`src/rtl/parity_fetch_design.sv`:
```
// Counter -> table fetch -> parity check chain. A 4-bit counter addresses a 16-entry data/parity table.
// Build option ERR_INJECT_EN: entries 5 and 12 store inverted parity so the checker reports a mismatch there.
module parity_fetch_design (
  input  logic       clk,
  input  logic       rst,
  output logic       match,
  output logic [3:0] Q,
  output logic [7:0] s_data,
  output logic       s_parity
);

  localparam int CNT_W   = 4;
  localparam int DATA_W  = 8;
  localparam int ENTRIES = 2 ** CNT_W;
  localparam logic [DATA_W-CNT_W-1:0] DATA_TAG = 4'hA;

  logic [CNT_W-1:0]  q_q, q_d;
  logic [DATA_W-1:0] data_tbl   [ENTRIES];
  logic              parity_tbl [ENTRIES];
  logic [ENTRIES-1:0] err_mask;

`ifdef ERR_INJECT_EN
  assign err_mask = 16'b0001_0000_0010_0000;  // entries 12 and 5
`else
  assign err_mask = '0;
`endif

  always_comb begin
    q_d = q_q + 1'b1;
    if (!rst) q_d = '0;
  end

  always_ff @(posedge clk) begin
    q_q <= q_d;
  end

  // Table contents are fixed: tag nibble over the address, with even parity unless flagged bad.
  always_comb begin
    for (int i = 0; i < ENTRIES; i++) begin
      data_tbl[i]   = {DATA_TAG, i[CNT_W-1:0]};
      parity_tbl[i] = (^data_tbl[i]) ^ err_mask[i];
    end
  end

  assign Q        = q_q;
  assign s_data   = data_tbl[q_q];
  assign s_parity = parity_tbl[q_q];
  assign match    = ~((^s_data) ^ s_parity);

endmodule

```
`config.mk`:
```
export PLATFORM = sky130hd
export DESIGN_NAME = parity_fetch_design
export DESIGN_NICKNAME = d
export VERILOG_FILES = /design/src/rtl/parity_fetch_design.sv
export SDC_FILE = /design/constraint.sdc
export NUM_CORES = 1
export LEC_CHECK = 0
export ABC_AREA = 1
export CAP_MARGIN = 20
export CORE_AREA = 3 3 40 42
export CTS_CLUSTER_DIAMETER = 120
export DETAILED_ROUTE_END_ITERATION = 10
export DIE_AREA = 0 0 43 45
export PLACE_DENSITY_LB_ADDON = 0.2
export SYNTH_ARGS = -nofsm -noshare
export SYNTH_HDL_FRONTEND = slang
export SYNTH_SLANG_ARGS = --single-unit
```
`constraint.sdc`:
```
create_clock -name clk -period 2.8 [get_ports clk]
set_input_delay 0.28 -clock clk [delete_from_list [all_inputs] [get_ports clk]]
set_output_delay 0.28 -clock clk [all_outputs]
set_load 0.03 [all_outputs]
```
## After elaboration in Yosys (flattened, before gate mapping)

Memories as Yosys holds them, arrays and structs flattened.
Cells that the tools add are included.

| operators by class | value |
|---|---|
| add/sub/neg operators | 1 |
| $lt $le $gt $ge | 1 |
| muxes and demuxes | 4 |
| bitwise operators | 3 |
| reduce and logical (&&, ||, !) cells | 1 |

Operator list:

| operator | number |
|---|---|
| $mux 8 | 2 |
| $reduce_xor 8->1 | 1 |
| $ge 5x5->1 const B | 1 |
| $not 4->5 | 1 |
| $add 4x1->4 const B | 1 |
| $mux 1 | 2 |
| $not 1->1 | 1 |
| $xor 1x1->1 | 1 |

| storage, ports and cells | value |
|---|---|
| bits in registers | 4 |
| memory bits (read-only) | 144 |
| memories | 2 |

Memory list:

| memory | depth | bits a word | read ports | clocked after Yosys merged registers in | write ports | RTL line | source |
|---|---|---|---|---|---|---|---|
| (name not given) | 16 | 8 | 1 | 0 | 0 | 46 | `assign s_data = data_tbl[q_q];` |
| (name not given) | 16 | 1 | 1 | 0 | 0 | 47 | `assign s_parity = parity_tbl[q_q];` |

## Longest topological paths before layout

Gate-level depths: netlist of run 1.

| depth | value |
|---|---|
| depth in word-level cells | 7 |
| mapped depth | 6 |

## Least setup slack after synthesis of run 1

No wires, ideal clock.

| path | value |
|---|---|
| kind | register to output |
| start point | reg q_q[0], in the netlist Q[0] |
| end point | out s_parity |
| arrival | 1,295 ps |
| data required time | 2,520 ps |
| slack | 1,225 ps |
| cell stages (with the launch flop) | 7 |
| buffers on the path | 0 |
| cell sequence | dfxtp_1 > ha_1 > inv_1 > nand2_1 > nand2_1 > nand2_1 > nand2_1 |

| on the way | value |
|---|---|
| word-level cells in the longest chain between the ends | 4 |

Ends and longest elaborated chain:

| element | RTL line | source |
|---|---|---|
| start, declared | 17 | `logic [CNT_W-1:0] q_q, q_d;` |
| start signal, assigned | 34 | `q_q <= q_d;` |
| $not 4->5 (implied by the code) | 47 |  |
| $mem_v2 16x1 | - |  |
| $mux 1 (implied by the code) (2 in a row) | 47 |  |
| end, declared | 9 | `output logic s_parity` |

No other way between the ends. The select of a mux whose other input is x is not followed.

## Worst setup path in the final report of run 1

Same ends and word-level chain as after synthesis.

==> run metrics, run 1 <==
internal power 0.133 mW; initial antenna violation count 0; maximum clock insertion buffer count 2; Setup CP Type reg -> out; post_cts resized 0; synthesized area per cell 7.09 um2; nets@finish 48; Reg power frac 0.324; fin crit period 2.15 ns; Distinct cells, synth 10; pin count of the biggest net entering global routing 7; mux cell area share after synthesis 0; R2R depth 3; Synth area leader dfxtp_1; row cnt 13; hpwl dp 358 um; Post-Route Setup TNS 0 ns; number of buffers created by CTS 3; final wirelength 411 um; FF-to-FF setup slack approximately 1.9 ns; Synth area leaders dfxtp_1 (31%), buf_4 (26%), nand2_1 (12%); Yosys warnings 0; CTS Hold Bufs 0; Final setup violation count 0; Cell Pwr Density ~600 nW/um2; Max H-tree Level 1; CP Launch Point Q[0]; Finished Layout Cells 58; Hold Violations, Final 0; sequential share of the synthesized area 0.314; Post-Synth Simple-Gate Area 0.235; gr usage total 0.0542; largest family of logic cells by synthesized area buffers and inverters; CTS tree built; first-pass GRT wire length 710 um; Syn Inst Count 36; CP startpoint kind flip-flop; max-capacitance violation count 0; grt ovf 0; DR pass1 iterations 2; worst-skew pair later-pin latency 0.23 ns; final core utilization 0.265; Clock Power Share 0.346; Post-Syn Area 255 um2; clock-pin slew on the worst setup and hold paths 0.04 ns; Max Fclk 0.466 GHz; ANT nets after route 0; outcome completed; postcts setup bufs 0; number of synthesized register bits 4; Critical Path Sink Type output port; CP Data Required Time between 2 and 3 ns; Die Span X 43 um; vias in the first global route 180; switching power share of the total 0.346; hold_ws about 0.49 ns; fin crit share 0.766; number of flip-flops in the largest register 4; Synth Area in Compound Gates 0; leakage power 0.164 nW; share of the synthesized area in the top cell type 0.314; antenna cell count 0; CTS Root Cell clkbuf_4; die area approximately 1900 um2; Core ar. 1280 um2; Crit Reg-Reg Startpoint Q[0]; IO Port Bufs 10; Hold WC Path Type reg -> reg; worst clock skew slightly above 0.0006 ns; Die Height ~45 um; placed cell area between 300 and 400 um2; IO Pins 16; DRC 0; share of cells above drive strength 1 0.0930; Worst R2R End Q[1]; Initial Utilization 0.199; VDD IR-drop max between 0.2 and 0.25 mV; P_sw 0.0707 mW; Slew Limit Fails 0; Adder-Cell Fraction of Synth Area 0.0490; worst setup path endpoint s_parity; Logic pwr share 0.330; setup repair after global routing missed its margin false; Routed WL per cell approximately 7 um; Clock Sinks 4; initial DRC count 5; Vias/cell about 3.6; Area Growth Syn to Fin 33.3%; fin area about 340 um2; placed cells 55; total number of vias approximately 210; worst-path maximum fanout 5; CP arrival 1.87 ns; XOR/XNOR Fraction of Synth Area 0.0343; Routability Congestion 0.616
==> through the flow <==
step	setup slack [ns]	power, mW
2_1_floorplan	1.23	0.120
3_3_place_gp	0.888	0.135
3_5_place_dp	0.868	0.135
4_1_cts	0.614	0.209
5_1_grt	0.479	0.219
6_report	0.654	0.204
==> worst min path at each step <==
stage,cells after the start,slack [ns],from,endpoint
6_report,1,0.49,Q[0],Q[0]
5_1_grt,1,0.55,Q[0],Q[0]
4_1_cts,1,0.50,Q[0],Q[0]
3_5_place_dp,1,0.48,Q[0],Q[0]
3_3_place_gp,1,0.48,Q[0],Q[0]
2_1_floorplan,2,0.38,rst,Q[1]
==> power by group through the flow <==
| stage | Sequential (mW) | Combinational, mW | Clock [mW] |
|---|---|---|---|
| final | 0.0661 | 0.0674 | 0.0707 |
| after floorplan | 0.0736 | 0.0466 | 0 |
| after CTS | 0.0663 | 0.0683 | 0.0744 |
| after global routing | 0.0673 | 0.0733 | 0.0782 |
| after detailed placement | 0.0672 | 0.0682 | 0 |
| after global placement | 0.0672 | 0.0676 | 0 |
==> worst max-delay path, cell delays in order, from the launching register on <==
cell,delay [ns]
dfxtp_1,0.34
ha_1,0.35
inv_1,0.06
nand2_1,0.06
nand2_1,0.06
nand2_1,0.04
nand2_1,0.05
clkdlybuf4s50_1,0.66
==> per-layer routing <==
metal	wire, um	vias up	GRT usage
met2	181	10	0.0719
met5	0	-	0
met3	39	2	0.0239
met4	19	0	0.0542
li1	-	107	-
met1	172	88	0.0628
==> cell type report <==
class / count / area (um2)
Clock buffer: 3 / 22.5
Fill cell: 153 / 945
Inverter: 5 / 18.8
Multi-Input combinational cell: 21 / 100
Sequential cell: 4 / 80.1
Tap cell: 15 / 18.8
Timing Repair Buffer: 10 / 100
==> cells in the mapped netlist (all sizes together) <==
| library cell | instances |
|---|---|
| nand3 | 2 |
| nor2 | 4 |
| ha | 1 |
| xnor2 | 1 |
| inv | 5 |
| buf | 9 |
| conb | 2 |
| nand2 | 8 |
| dfxtp | 4 |
==> layout by cell type, fill, tap and decap left out <==
cell and count:
ha_1 1, conb_1 5, nand3_1 1, clkbuf_4 3, nand2_1 8, nor2_1 4, inv_1 5, dfxtp_1 4
xnor2_1 1, nand3_2 1, clkdlybuf4s50_1 10
==> kinds of logic (layout without fill, tap and decap cells) <==
family                   count (synthesis)  count (layout)
AND/OR/NAND/NOR                         14              14
buffers and inverters                   14              18
flip-flops                               4               4
other                                    2               5
adder cells (fa/ha/maj)                  1               1
XOR/XNOR                                 1               1
(Power assumes the default switching activity.)
==> run 2, diff against run 1 <==
==> constraint.sdc (replaced) <==
create_clock -name clk -period 1.9 [get_ports clk]
set_input_delay 0.19 -clock clk [delete_from_list [all_inputs] [get_ports clk]]
set_output_delay 0.19 -clock clk [all_outputs]
set_load 0.03 [all_outputs]
==> run metrics, run 2 (synthesis gave the netlist of run 1 again) <==
Die Span X 43 um; Hold WC Path Type reg -> reg; max-capacitance violation count 0; initial antenna violation count 0; IO Pins 16; worst-path cell chain ha_1, inv_1, nand2_1, nand2_1, nand2_1, nand2_1, dlygate4sd2_1; grt ovf 0; hpwl dp 361 um; final wirelength 432 um; CTS Root Cell clkbuf_4; fill count 156; outcome completed; CP startpoint kind flip-flop; commonest non-fill, non-tap cell in the layout clkdlybuf4s50_1; CTS tree built; fin crit share 0.903; clock-pin slew on the worst setup and hold paths 0.04 ns; CP arrival 1.53 ns; most frequent cells in the layout clkdlybuf4s50_1 (9), nand2_1 (8), inv_1 (5), conb_1 (5); worst-skew pair later-pin latency 0.23 ns; VDD IR-drop max between 0.3 and 0.4 mV; ANT nets after route 0; CP Data Required Time 1.71 ns; Routability Congestion between 0.6 and 0.7; die area 1940 um2; row cnt 13; final core utilization 0.276; cell family with most CP delay buffers and inverters; Cell Pwr Density 853 nW/um2; Core ar. 1280 um2; Critical Path Max Stage Delay 0.39 ns; gr usage total 0.0582; vias in the first global route roughly 200; crit-path most repeated cell nand2_1; leakage power 0.176 nW; share of cells above drive strength 1 0.133; Buf/Inv on CP 2; Tot Pwr 0.302 mW; Routed WL per cell 7.20 um; pre-CTS setup slack 0.137 ns; Setup CP Type reg -> out; Initial Utilization 0.199; Post-Route Setup TNS 0 ns; IO Port Bufs 10; worst clock skew around 0.002 ns; Max H-tree Level 1; DRC 0; fin crit period 1.72 ns; first-pass GRT wire length ~770 um; Critical Path Sink Type output port; antenna cell count 0; FF-to-FF setup slack 1.06 ns; Die Height 45 um; area of the multi-input gates 100 um2; setup repair after global routing missed its margin false; nets@finish 50; Final setup violation count 0; number of flip-flops in the largest register 4; setup ws final about 0.18 ns; Max Fclk 0.583 GHz; pin count of the biggest net entering global routing 7; Hold Violations, Final 0; number of buffers created by CTS 3; Vias/cell ~3.6; hold_ws 0.538 ns; worst-path maximum fanout 3; maximum clock insertion buffer count 2; slowest CP cell dlygate4sd2_1; DR pass1 iterations 1; initial DRC count 0; Area Growth Syn to Fin 38.7%; Seq. cell area 80.1 um2; Clock Sinks 4; Slew Limit Fails 0; total number of vias 214
-- run 2: cell count changes in the layout (fill, tap and decap cells not counted), sizes merged --
cell and delta:
buf +2, dlygate4sd2 +1, clkdlybuf4s50 -1
-- run 2: metal layers --
layer,global-route usage,vias to the layer above,wire (um)
met3,0.0478,0,44
met1,0.0505,96,160
met4,0.0361,0,0
met5,0,-,0
li1,-,108,-
met2,0.0928,10,227
-- run 2: path summary, 6_finish.rpt --
| kind | start | endpoint | cells after the start |
|---|---|---|---|
| min | Q[0] | Q[0] | 2 |
| max reg2reg | Q[0] | Q[1] | 3 |
| min reg2reg | Q[0] | Q[0] | 2 |
| max | Q[0] | s_parity | 7 |
-- run 2: repair_timing --
item / CTS / global route
setup endpoints to repair: 1 / 0
hold buffers: 0 / 0
resized for setup: 1 / 0
hold endpoints to repair: 0 / 0
buffers inserted: 0 / 0
-- run 2: tightest hold or removal path: stages, from the launching register on --
cell     delay, ns
dfxtp_1       0.32
buf_4         0.13
nor2_1        0.04
-- run 2: layout make-up --
class | count | share of cell area
repair buffers | 12 | 0.322
clock buffers | 3 | 0.0636
well taps | 15 | 0.0530
inverters | 5 | 0.0530
flip-flops and latches | 4 | 0.226
multi-input cells | 21 | 0.283
-- run 2: where the power goes --
group | internal, mW | total (mW) | switching [mW]
Combinational | 0.0374 | 0.104 | 0.0665
Clock | 0.0706 | 0.104 | 0.0333
Sequential | 0.0900 | 0.0945 | 0.00452
-- run 2: per-stage QoR --
stage | cells | instance area, um2
after floorplan | 39 | 267
after CTS | 60 | 354
after global routing | 60 | 354
after detailed placement | 57 | 333
final | 60 | 354
after global placement | 57 | 333
